<file path="src/rtl/xdata_bridge_pkg.sv">
// xdata_bridge_pkg: shared constants for the controller data-port bridge.
// Holds the 3-bit FSM state encodings, the address split point between the
// decoder-select bits and the peripheral offset, and the address-map bases.
// Latency: n/a (constants only). Backpressure: n/a.
package xdata_bridge_pkg;

    localparam int XB_ADDR_W     = 12;
    localparam int XB_SEL_ADDR_W = 2;
    localparam int XB_DATA_W     = 32;

    // Bit position where the decoder-select field starts; everything below is
    // the offset handed to the peripherals.
    localparam int XB_SEL_LSB    = XB_ADDR_W - XB_SEL_ADDR_W;

    // Segment bases of the data address map, shared with the decoder.
    localparam logic [XB_ADDR_W-1:0] XB_BASE_SEG0 = 12'h000;
    localparam logic [XB_ADDR_W-1:0] XB_BASE_SEG1 = 12'h400;
    localparam logic [XB_ADDR_W-1:0] XB_BASE_SEG2 = 12'h800;
    localparam logic [XB_ADDR_W-1:0] XB_BASE_SEG3 = 12'hC00;

    localparam logic [2:0] ST_IDLE    = 3'd0;
    localparam logic [2:0] ST_ISSUE   = 3'd1;
    localparam logic [2:0] ST_RDWAIT  = 3'd2;
    localparam logic [2:0] ST_RESP    = 3'd3;
    localparam logic [2:0] ST_TRAPPED = 3'd4;

endpackage

</file>
<file path="src/rtl/xdata_bridge.sv">
// xdata_bridge: registers one controller data request, presents the select
// bits + dec_sel to the decoder and offset/we/wdata to the peripherals,
// captures read data one cycle after ISSUE and returns a one-cycle response.
// Latency: accept at T -> write rsp at T+2, read rsp at T+3.
// Backpressure: req_ready only in IDLE; response has none (single strobe).
// A decoder trap during ISSUE latches halted until rst.
// Ports: clk/rst (sync, active-high); req_* controller request; rsp_* response;
// dec_* decoder side; per_* peripheral side; halted trap status.
// Optional macro XDATA_BRIDGE_TRAP_INFO_EN adds trap_addr/trap_wdata outputs
// that capture the trapping request and hold it until rst.
module xdata_bridge
    import xdata_bridge_pkg::*;
#(
    parameter int ADDR_W     = XB_ADDR_W,
    parameter int SEL_ADDR_W = XB_SEL_ADDR_W,
    parameter int DATA_W     = XB_DATA_W
) (
    input  logic                         clk,
    input  logic                         rst,
    input  logic                         req_valid,
    output logic                         req_ready,
    input  logic [ADDR_W-1:0]            req_addr,
    input  logic                         req_we,
    input  logic [DATA_W-1:0]            req_wdata,
    output logic                         rsp_valid,
    output logic [DATA_W-1:0]            rsp_rdata,
    output logic [SEL_ADDR_W-1:0]        dec_addr,
    output logic                         dec_sel,
    input  logic [DATA_W-1:0]            dec_data_to_rd,
    input  logic                         dec_trap,
    output logic [ADDR_W-SEL_ADDR_W-1:0] per_addr,
    output logic                         per_we,
    output logic [DATA_W-1:0]            per_wdata,
    output logic                         halted
`ifdef XDATA_BRIDGE_TRAP_INFO_EN
    ,
    output logic [ADDR_W-1:0]            trap_addr,
    output logic [DATA_W-1:0]            trap_wdata
`endif
);

    localparam int PER_W = ADDR_W - SEL_ADDR_W;

    logic [2:0]        r_state;
    logic [2:0]        w_next_state;
    logic [ADDR_W-1:0] r_addr;
    logic              r_we;
    logic [DATA_W-1:0] r_wdata;
    logic [DATA_W-1:0] r_rdata;
    logic              w_accept;

    assign w_accept = (r_state == ST_IDLE) && req_valid;

    always_comb begin
        w_next_state = r_state;
        case (r_state)
            ST_IDLE:    if (req_valid) w_next_state = ST_ISSUE;
            // Trap wins over both the write and the response.
            ST_ISSUE:   w_next_state = dec_trap ? ST_TRAPPED :
                                       (r_we ? ST_RESP : ST_RDWAIT);
            ST_RDWAIT:  w_next_state = ST_RESP;
            ST_RESP:    w_next_state = ST_IDLE;
            ST_TRAPPED: w_next_state = ST_TRAPPED;
            default:    w_next_state = ST_IDLE;
        endcase
    end

    always_ff @(posedge clk) begin
        if (rst) begin
            r_state <= ST_IDLE;
            r_addr  <= '0;
            r_we    <= 1'b0;
            r_wdata <= '0;
            r_rdata <= '0;
        end else begin
            r_state <= w_next_state;
            if (w_accept) begin
                r_addr  <= req_addr;
                r_we    <= req_we;
                r_wdata <= req_wdata;
                // Cleared here so a write response returns zero data.
                r_rdata <= '0;
            end
            // Decoder behaves like synchronous memory: data is valid by the
            // end of the cycle following ISSUE.
            if (r_state == ST_RDWAIT) begin
                r_rdata <= dec_data_to_rd;
            end
        end
    end

`ifdef XDATA_BRIDGE_TRAP_INFO_EN
    logic [ADDR_W-1:0] r_trap_addr;
    logic [DATA_W-1:0] r_trap_wdata;

    always_ff @(posedge clk) begin
        if (rst) begin
            r_trap_addr  <= '0;
            r_trap_wdata <= '0;
        end else if ((r_state == ST_ISSUE) && dec_trap) begin
            r_trap_addr  <= r_addr;
            r_trap_wdata <= r_wdata;
        end
    end

    assign trap_addr  = r_trap_addr;
    assign trap_wdata = r_trap_wdata;
`endif

    assign req_ready = (r_state == ST_IDLE);
    assign dec_sel   = (r_state == ST_ISSUE) || (r_state == ST_RDWAIT);
    assign per_we    = (r_state == ST_ISSUE) && r_we && !dec_trap;
    assign rsp_valid = (r_state == ST_RESP);
    assign halted    = (r_state == ST_TRAPPED);
    assign rsp_rdata = r_rdata;
    assign dec_addr  = r_addr[ADDR_W-1 -: SEL_ADDR_W];
    assign per_addr  = r_addr[PER_W-1:0];
    assign per_wdata = r_wdata;

endmodule

</file>
<file path="config.mk">
export PLATFORM = sky130hd
export DESIGN_NAME = xdata_bridge
export DESIGN_NICKNAME = d
export VERILOG_FILES = /design/src/rtl/xdata_bridge_pkg.sv /design/src/rtl/xdata_bridge.sv
export SDC_FILE = /design/constraint.sdc
export NUM_CORES = 1
export LEC_CHECK = 0
export ABC_AREA = 1
export ABC_CLOCK_PERIOD_IN_PS = 1550
export CORE_ASPECT_RATIO = 1.5
export CORE_MARGIN = 1
export CORE_UTILIZATION = 33
export DETAILED_ROUTE_END_ITERATION = 7
export PLACE_DENSITY = 0.75
export RECOVER_POWER = 50
export SLEW_MARGIN = 25
export SYNTH_ARGS = -nofsm -noshare
export SYNTH_HDL_FRONTEND = slang
export SYNTH_SLANG_ARGS = --single-unit
</file>
<file path="constraint.sdc">
create_clock -name clk -period 1.55 [get_ports clk]
set_input_delay 0.31 -clock clk [delete_from_list [all_inputs] [get_ports clk]]
set_output_delay 0.31 -clock clk [all_outputs]
set_load 0.02 [all_outputs]
</file>
# [After elaboration in Yosys (flattened, before gate mapping)]
# Cells that the tools add are included.
[word_totals] out_inout_bits=81 regBits=80
[op_classes] n_eq_ne=5 reduce_logical=7 muxes=6
[ops] op="$mux 32" n=2
[ops] op="$pmux 3 s4" n=1
[ops] op="$eq 3x2->1 const B" n=2
[ops] op="$mux 3" n=2
[ops] op="$eq 3x1->1 const B" n=1
[ops] op="$eq 3x3->1 const B" n=1
[ops] op="$logic_and 1x1->1" n=3
[ops] op="$logic_not 3->1" n=1
[ops] op="$ne 2x2->1 const B" n=1
[ops] op="$reduce_bool 2->1" n=1
[ops] op="$logic_not 1->1" n=1
[ops] op="$logic_or 1x1->1" n=1
[ops] op="$mux 1" n=1

# [Longest topological paths before layout]
# Gate-level depths: netlist of the first run.
[logic_depth] depth_word=4 ltp_mapped=6

# [Worst setup path before layout of the first run]
# Ideal clock, no wire load.
[synth_path] path_kind="reg-to-output" startpoint="reg r_state[2]" endpoint="out per_we" arrival_time_ns=0.970 stages_incl_launch_ff=4 required_ns=1.240 n_path_buf=0 slack_ns=0.270 cell_sequence="dfxtp_1 > inv_1 > nand3_1 > nor2_1"
[synth_via] elab_chain_cells=3
[synth_rtl] item="start, declared" line="xdata_bridge.sv:44" text="logic [2:0] r_state;"
[synth_rtl] item="start signal, assigned" line="xdata_bridge.sv:76" text="r_state <= w_next_state;"
[synth_rtl] item="$eq 3x1->1" line="xdata_bridge.sv:112" text="assign per_we = (r_state == ST_ISSUE) && r_we && !dec_trap;"
[synth_rtl] item="$logic_and 1x1->1 (2 in a row)" line="xdata_bridge.sv:112"
[synth_rtl] item="end, declared" line="xdata_bridge.sv:32" text="output logic per_we,"
# No other way between the ends.

# [Worst setup path in the final report of the first run]
[layout_path] startpoint="reg r_state[0]" endpoint="out dec_sel"
[layout_via] elab_chain_cells=2 elab_cells_between_ends=3 cone_classes="eq/ne (2); reduce/logical (1)"
[layout_rtl] item="$eq 3x1->1 or $eq 3x2->1 (tied branches)" line="xdata_bridge.sv:111" text="assign dec_sel = (r_state == ST_ISSUE) || (r_state == ST_RDWAIT);"
[layout_rtl] item="$logic_or 1x1->1 *" line="xdata_bridge.sv:111"
[layout_rtl] item="end, declared" line="xdata_bridge.sv:28" text="output logic dec_sel,"
# Mark *: on every way between the ends. The rest lies on a longest branch, timed or not.

==> flow_metrics.tcl, run 1 <==
set metrics [dict create \
    ant_nets 0 \
    fill_cells 873 \
    worst_hold_startpoint "rsp_rdata[2]$_SDFFE_PP0P_" \
    dpl.hpwl_microns 6380 \
    maxCapViolCount 0 \
    hp-class "register to register" \
    rows 43 \
    setup_ws_ns 0.0596 \
    yosysWarnings 0 \
    synth.cell_area_sq_um 3180 \
    dpl-instance-area_sq_um 5010 \
    wl_per_cell_microns 11.4 \
    dieHeight_microns 122 \
    drive_gt1_share_pct 9.16 \
    vias_per_cell 4.38 \
    r2r_end "per_wdata[6]$_SDFFE_PP0P_" \
    grt_pass1_vias 3130 \
    syn_inst 456 \
    clock_skew_ns 0.00411 \
    worstPathCellList "buf_4 -> nor2_4 -> nand2_2 -> nand2_1 -> buf_6" \
    die_x_microns 82.2 \
    die_area_sq_um 10000 \
    cts_sinks 80 \
    syn_area_per_cell_sq_um 6.97 \
    cts-root-buf "clkbuf_16" \
    clk_latency_ns 0.33 \
    fmax_mhz 671 \
    dr.pass1.iters 4 \
    diodes 0 \
    slowest_stage "dfxtp_2" \
    r2r_start "r_state[0]$_SDFFE_PP0P_" \
    grt_pass1_wl_microns 13200 \
    ctsHtreeMaxLevel 3 \
    hold-path-cell-count 2 \
    drv_slew 0 \
    antenna_found_initial 0 \
    io_pins 162 \
    power_density_nw_per_um2 1420 \
    status "finished, final reports clean" \
    fin_util_pct 56.3 \
    critPathArrivalTime_ns 1.18 \
    vias 3263 \
    start_util_pct 34.2 \
    critical_path.max_stage_delay_ns 0.33 \
    rr_worst_depth 9 \
    holdPathEnd "rsp_rdata[2]$_SDFFE_PP0P_" \
    clock_path_buffers 2 \
    nets 709 \
    required_ns 1.24 \
    drc 0 \
    endpoint_kind "output port" \
    io_buffers 161 \
    period_share_pct 96.2 \
    yosysSeqAreaShare_pct 50.4 \
    synth.ff_latch_count 80 \
    syn_to_final_growth_pct 64.8 \
    cp_num_buf_inv 2 \
    startpoint_type "register" \
    tightest_slew_ns 0.529 \
    tritoncts "built" \
    gp_congestion 0.788 \
    stdcell_area_sq_um 5240 \
    path_class "register to output port" \
    p_leak_nw 2.63 \
    ff2ff_setup_slack_ns 0.17 \
    crit_fanout 3 \
    grt_overflow 0 \
    cts_made_buffers 9 \
    pre_cts_ws_ns -0.563 \
    hold_violations 0 \
    critical_path.top_delay_family "flip-flops" \
    drt_iter0_markers 117 \
    grt_start_max_net_pins 33 \
    clk_pin_slew_worst_paths_ns 0.06 \
    wl_microns 8490 \
    fin_crit_ns 1.49 \
    groute.usage.overall_pct 17.0 \
    finalSetupViolCount 0 \
    vdd_drop_max_v 0.000673 \
    syn-num-nets 537 \
    synthDistinctLibCells 16 \
    core_sq_um 9310 \
    rsz0062_at_grt "yes" \
    max-slew-margin-rel_pct 64.7 \
]
[what timing repair did]
action	in CTS	in global routing
gates resized for setup	106	9
pin swaps	0	2
gates cloned	0	0
endpoints found under the setup margin	81	4
buffers inserted	0	2
hold buffers	0	0
endpoints found under the hold margin	0	0
[report_power, final]
part / internal [mW] / switching (mW)
clock: 1.22 / 0.795
combinational: 1.21 / 1.61
sequential: 2.43 / 0.183
total: 4.86 / 2.59
[cells by family (layout without fill, tap and decap cells)]
group	count (synthesis)	after routing	synth area share, %
AND/OR/NAND/NOR	266	266	32.6
flip-flops	80	80	50.4
buffers and inverters	76	253	11.6
AO/OA/AOI/OAI	34	34	5.47
[registers in the layout (all words and copies together), names as in the netlist]
name	flops
rsp_rdata	32
r_state	3
per_wdata	32
r_we	1
r_addr	12
[layout make-up]
class                      instances  area (sq um)  area share (%)
clock buffer                      13           270            5.16
clock inverter                     3          23.8           0.454
inverter                          53           199            3.80
multi-input combinational        300          1230            23.5
sequential                        80          1610            30.6
tap                              112           140            2.67
timing repair buffer             184          1770            33.8
[synth_stat cells]
| cell type | count | area (sq um) |
|---|---|---|
| nand2_1 | 160 | 601 |
| nor2_1 | 98 | 368 |
| dfxtp_1 | 80 | 1600 |
| inv_1 | 51 | 191 |
| a21oi_1 | 33 | 165 |
| buf_4 | 8 | 60.1 |
| buf_6 | 7 | 78.8 |
| clkbuf_1 | 7 | 26.3 |
| nand3_1 | 3 | 15.0 |
| inv_2 | 2 | 7.51 |
| nor2_4 | 2 | 22.5 |
| buf_2 | 1 | 5.00 |
| nand3_4 | 1 | 17.5 |
| nand4_1 | 1 | 6.26 |
| o21ai_2 | 1 | 8.76 |
| or2_2 | 1 | 6.26 |
[layer usage]
| metal | global-route usage [%] | part of all wire (%) |
|---|---|---|
| met3 | 5.72 | 8.4 |
| met2 | 32.0 | 52 |
| met4 | 7.13 | 1.8 |
| met5 | 0 | 0 |
| met1 | 16.3 | 38 |
[stage by stage]
| step | TNS, ns | power [mW] | hold WS [ns] | instances |
|---|---|---|---|---|
| 6_report | 0 | 7.45 | 0.459 | 745 |
| 5_1_grt | -0.00329 | 7.96 | 0.476 | 745 |
| 4_1_cts | -0.00273 | 7.48 | 0.461 | 743 |
| 3_5_place_dp | -0.879 | 5.66 | 0.454 | 727 |
| 3_3_place_gp | -0.679 | 5.55 | 0.449 | 727 |
| 2_1_floorplan | 0 | 4.32 | 0.445 | 456 |
[layout by cell type (no fill, tap or decap), drive strengths merged]
cell type	synthesis	layout
clkbuf	7	14
buf	16	27
clkinvlp	0	2
dlygate4sd2	0	77
nor2	100	100
inv	53	54
nand2	160	160
dlygate4sd3	0	1
dfxtp	80	80
nand4	1	1
o21ai	1	1
or2	1	1
clkdlybuf4s50	0	78
a21oi	33	33
nand3	4	4
[worst max-delay path by stage]
stage                                       start      end  slack, ns  cells after the start
after floorplan           r_state[2]$_SDFFE_PP0P_   per_we       0.27                      3
after global placement                   dec_trap   per_we      -0.54                      4
after detailed placement                 dec_trap   per_we      -0.56                      4
after CTS                 r_state[0]$_SDFFE_PP0P_  dec_sel     -0.003                      5
after global routing      r_state[0]$_SDFFE_PP0P_  dec_sel     -0.003                      5
final                     r_state[0]$_SDFFE_PP0P_  dec_sel       0.06                      5
[tightest hold or removal path, stage by stage, from the launching register on]
cell     delay [ns]
dfxtp_1        0.30
nand2_1        0.06
a21oi_1        0.05
(Power assumes the default switching activity.)
==> run 2: changes to the inputs <==
- GPL_TIMING_DRIVEN: unset -> 1
- REMOVE_ABC_BUFFERS: unset -> 1
==> run 2 against run 1 <==
Utilization is essentially flat. Fmax is 2.3% lower. Critical path depth is 1 lower. Critical path type is now input pin to output port. Combinational power is 2% lower. Die area unchanged. Clock-buffer cell count is the same.
==> flow_metrics.tcl, run 2 (synthesis gave the netlist of run 1 again) <==
set metrics [dict create \
    worst_hold_startpoint "rsp_rdata[6]$_SDFFE_PP0P_" \
    wl_per_cell_microns 10.7 \
    critPathArrivalTime_ns 1.21 \
    dpl-instance-area_sq_um 5010 \
    cts_sinks 80 \
    r2r_end "per_wdata[25]$_SDFFE_PP0P_" \
    clock_path_buffers 2 \
    startpoint_type "input pin" \
    holdPathEnd "rsp_rdata[6]$_SDFFE_PP0P_" \
    fin_crit_ns 1.52 \
    final_common_cell "nand2_1" \
    tightest_slew_ns 0.301 \
    gp_congestion 0.771 \
    groute.usage.overall_pct 15.9 \
    drc 0 \
    drt_iter0_markers 77 \
    vias 3178 \
    tritoncts "built" \
    clock_skew_ns 0.00441 \
    hp-class "register to register" \
    grt_pass1_vias 2843 \
    ctsHtreeMaxLevel 3 \
    drv_slew 0 \
    die_x_microns 82.2 \
    cts_made_buffers 9 \
    ff2ff_setup_slack_ns 0.13 \
    grt_start_max_net_pins 38 \
    max-slew-margin-rel_pct 79.9 \
    rsz0062_at_grt "yes" \
    critical_path.max_stage_delay_ns 0.42 \
    required_ns 1.24 \
    antenna_found_initial 0 \
    io_pins 162 \
    finalSetupViolCount 0 \
    hold_violations 0 \
    cts-root-buf "clkbuf_16" \
    core_sq_um 9310 \
    drive_gt1_share_pct 8.39 \
    diodes 0 \
    grt_overflow 0 \
    clk_pin_slew_worst_paths_ns 0.05 \
    path_class "input pin to output port" \
    worstPathCellList "clkdlybuf4s50_1 -> or2_4 -> nor2_4 -> buf_6" \
    r2r_start "r_state[0]$_SDFFE_PP0P_" \
    syn_to_final_growth_pct 64.9 \
    crit_fanout 2 \
    dpl.hpwl_microns 5940 \
    fin_setup_tns_ns 0 \
    slowest_stage "clkdlybuf4s50_1" \
    vdd_drop_max_v 0.000737 \
    status "finished, final reports clean" \
    mostFrequentLayoutCells "nand2_1 (159), nor2_1 (97), clkdlybuf4s50_1 (80), dfxtp_1 (78), dlygate4sd2_1 (76)" \
    p_leak_nw 2.63 \
    ant_nets 0 \
    dr.pass1.iters 4 \
    hold_slack_ns 0.460 \
    start_util_pct 34.2 \
    maxCapViolCount 0 \
    rows 43 \
    rr_worst_depth 8 \
    vias_per_cell 4.27 \
    die_area_sq_um 10000 \
    power_density_nw_per_um2 1440 \
    fmax_mhz 656 \
    grt_pass1_wl_microns 12200 \
    clk_latency_ns 0.33 \
    hold-path-cell-count 2 \
    io_buffers 161 \
    dieHeight_microns 122 \
    period_share_pct 98.4 \
    endpoint_kind "output port" \
    stdcell_area_sq_um 5240 \
    wl_microns 7960 \
    nets 708 \
]
[run 2: cell types whose count changed in the layout (fill, tap and decap cells not counted), sizes merged]
| cell | previous run | this run |
|---|---|---|
| inv | 54 | 53 |
| clkinv | 0 | 1 |
| clkbuf | 14 | 13 |
| dlygate4sd3 | 1 | 0 |
| dlygate4sd2 | 77 | 76 |
| clkdlybuf4s50 | 78 | 80 |
| clkinvlp | 2 | 0 |
| bufinv | 0 | 2 |
[run 2: worst max-delay path, delay by kind of cell]
family                 cells  cell delay, ns
AND/OR/NAND/NOR            2            0.35
buffers and inverters      2            0.54
[run 2: repair_timing]
| item | in CTS | in global routing |
|---|---|---|
| buffers inserted | 0 | 1 |
| gates resized for setup | 100 | 9 |
| setup endpoints to repair | 81 | 4 |
| pin swaps | 0 | 2 |
| hold buffers | 0 | 0 |
[run 2: layout make-up]
class	instances	area [sq um]
Inverter	53	199
Clock inverter	3	65.1
Clock buffer	13	250
Sequential cell	80	1600
Fill cell	871	4060
Multi-Input combinational cell	300	1230
Timing Repair Buffer	183	1760
Tap cell	112	140
[run 2: power by group]
group          internal [mW]  total (mW)  switching (mW)
Sequential              2.42        2.60           0.172
Clock                   1.45        2.21           0.753
Combinational           1.19        2.76            1.58
[run 2: through the flow]
step | cells | power [mW] | setup slack, ns | util (%)
finish | 744 | 7.57 | 0.0252 | 56.3
global route | 744 | 8.05 | -0.0190 | 56.3
CTS | 743 | 7.63 | -0.0636 | 56.1
detailed placement | 727 | 5.63 | -0.533 | 53.8
global placement | 727 | 5.56 | -0.524 | 53.8
floorplan | 433 | 4.11 | 0.104 | -
[run 2: routing by layer]
metal	wire length (microns)	GRT usage [%]
met5	0	0
met4	85	6.14
met3	744	6.10
met2	4020	28.7
met1	3110	15.9
[run 2: worst max path at each step]
stage / slack, ns / end / from / depth (start not counted)
floorplan: 0.10 / per_wdata[0]$_SDFFE_PP0P_ / r_state[0]$_SDFFE_PP0P_ / 4
global placement: -0.52 / per_we / dec_trap / 4
detailed placement: -0.53 / per_we / dec_trap / 4
CTS: -0.06 / dec_sel / r_state[1]$_SDFFE_PP0P_ / 4
global route: -0.02 / req_ready / r_state[1]$_SDFFE_PP0P_ / 5
finish: 0.03 / per_we / dec_trap / 4
==> run 3: changes to the inputs <==
- CORE_ASPECT_RATIO: 1.5 -> 1.4
- GPL_TIMING_DRIVEN: 1 -> 0
==> run 3 against run 2 <==
The run now ends with design-rule violations left. First-iteration DRC count grew 43%. Power is 0.25% higher. Global-route usage up 2.7 points. Clock power grew 2%. Hold slack worse by 0.0012 ns. Routed wire length rose by 20%. Utilization is 2.1 points lower. Clock-buffer cell count fell by 3. Sequential cell count unchanged. Final cell count shrank 2.2%. Sequential share of layout area rose by 0.96 points. Critical path type is now register to output port. Critical endpoint unchanged. Largest cell class is now registers.
==> flow_metrics.tcl, run 3 (synthesis gave the netlist of run 1 again) <==
set metrics [dict create \
    rsz0062_at_grt "no" \
    cts_hold_buf 0 \
    drv_slew 0 \
    maxCapViolCount 0 \
    period_share_pct 95.4 \
    fmax_mhz 677 \
    die_area_sq_um 10000 \
    slowest_stage "dfxtp_4" \
    grt_pass1_wl_microns 14500 \
    syn_to_final_growth_pct 60.5 \
    path_class "register to output port" \
    power_density_nw_per_um2 1490 \
    cts_made_buffers 9 \
    mostFrequentLayoutCells "nand2_1 (160), nor2_1 (96), clkdlybuf4s50_1 (77), dlygate4sd2_1 (77), dfxtp_1 (77)" \
    vias 3291 \
    io_pins 162 \
    rows 42 \
    diodes 0 \
    groute.usage.overall_pct 18.6 \
    hold_violations 0 \
    multi_input_area_sq_um 1320 \
    io_buffers 161 \
    fill_cells 915 \
    cts-root-buf "clkbuf_16" \
    worstPathCellList "inv_2 -> nand3_4 -> nor2_4 -> buf_6" \
    endpoint_kind "output port" \
    ant_nets 0 \
    dieHeight_microns 118 \
    dpl.hpwl_microns 5560 \
    tritoncts "built" \
    crit_path_start "r_state[1]$_SDFFE_PP0P_" \
    die_x_microns 85.0 \
    regArea_sq_um 1610 \
    grt_overflow 0 \
    clock_skew_ns 0.00297 \
    finalSetupViolCount 0 \
    setup_ws_ns 0.0720 \
    antenna_found_initial 0 \
    pre_cts_ws_ns -0.657 \
    grt_pass1_vias 3034 \
    clk_pin_slew_worst_paths_ns 0.06 \
    clock_path_buffers 2 \
    required_ns 1.24 \
    drt_iter0_markers 110 \
    wl_microns 9520 \
    ctsHtreeMaxLevel 3 \
    status "complete, but fails checks" \
    gp_congestion 0.776 \
    cts_sinks 80 \
    worst_hold_startpoint "rsp_rdata[21]$_SDFFE_PP0P_" \
    grt_start_max_net_pins 47 \
    critPathArrivalTime_ns 1.17 \
    clk_latency_ns 0.33 \
    violations "design-rule violations" \
    drc 16 \
    tightest_slew_ns 0.715 \
    max-slew-margin-rel_pct 52.4 \
    stdcell_area_sq_um 5100 \
    crit_fanout 6 \
    start_util_pct 33.8 \
    startpoint_type "register" \
    wl_per_cell_microns 13.1 \
    vdd_drop_max_v 0.000717 \
    hp-class "register to register" \
    r2r_start "r_state[0]$_SDFFE_PP0P_" \
    nets 695 \
    final_common_cell "nand2_1" \
    core_sq_um 9410 \
    p_leak_nw 2.55 \
    dr.pass1.iters 7 \
    fin_crit_ns 1.48 \
    critical_path.max_stage_delay_ns 0.39 \
    drive_gt1_share_pct 7.44 \
    dpl-instance-area_sq_um 4760 \
    vias_per_cell 4.52 \
]
[run 3: final timing paths]
path | to | slack (ns) | cells past startpoint
max | per_we | 0.07 | 4
min reg2reg | rsp_rdata[21]$_SDFFE_PP0P_ | 0.46 | 2
min | rsp_rdata[21]$_SDFFE_PP0P_ | 0.46 | 2
max reg2reg | per_wdata[22]$_SDFFE_PP0P_ | 0.14 | 6
[run 3: final cells by class]
cell class	count	area share, %
Inverter	53	4.00
Multi-Input combinational cell	306	25.8
Sequential cell	80	31.6
Timing Repair Buffer	164	29.7
Clock inverter	5	1.59
Tap cell	110	2.70
Clock buffer	10	4.68
[run 3: power breakdown]
| group | switching (mW) | total (mW) | internal, mW |
|---|---|---|---|
| Combinational | 1.69 | 2.68 | 0.987 |
| Clock | 0.818 | 2.26 | 1.44 |
| Sequential | 0.214 | 2.64 | 2.43 |
[run 3: timing repair]
item,in CTS,in global routing
setup endpoints to repair,127,49
buffers inserted,3,0
pin swaps,4,3
resized for setup,109,15
gates cloned,4,2
[run 3: critical path: cells and delay by family (launching register included)]
family / cells / cell delay, ns
buf+inv: 2 / 0.22
flops: 1 / 0.39
simple gates: 2 / 0.23
[run 3: metrics by stage]
step           std cells  TNS, ns  hold slack, ns  power [mW]  utilization, %
3_3_place_gp         704   -76.95           0.451        5.26            50.6
5_1_grt              728        0           0.467        8.03            54.3
4_1_cts              726        0           0.444        7.57            54.0
3_5_place_dp         704   -39.23           0.454        5.34            50.6
2_1_floorplan        433        0           0.379        4.11               -
6_report             728        0           0.459        7.58            54.3
[run 3: layer usage]
metal | global-route usage, % | share of wire, % | vias to the layer above
li1 | - | - | 1681
met1 | 20.4 | 40 | 1466
met2 | 32.8 | 51 | 131
met3 | 5.10 | 7.7 | 13
met4 | 8.90 | 1.8 | 0
met5 | 0 | 0 | -
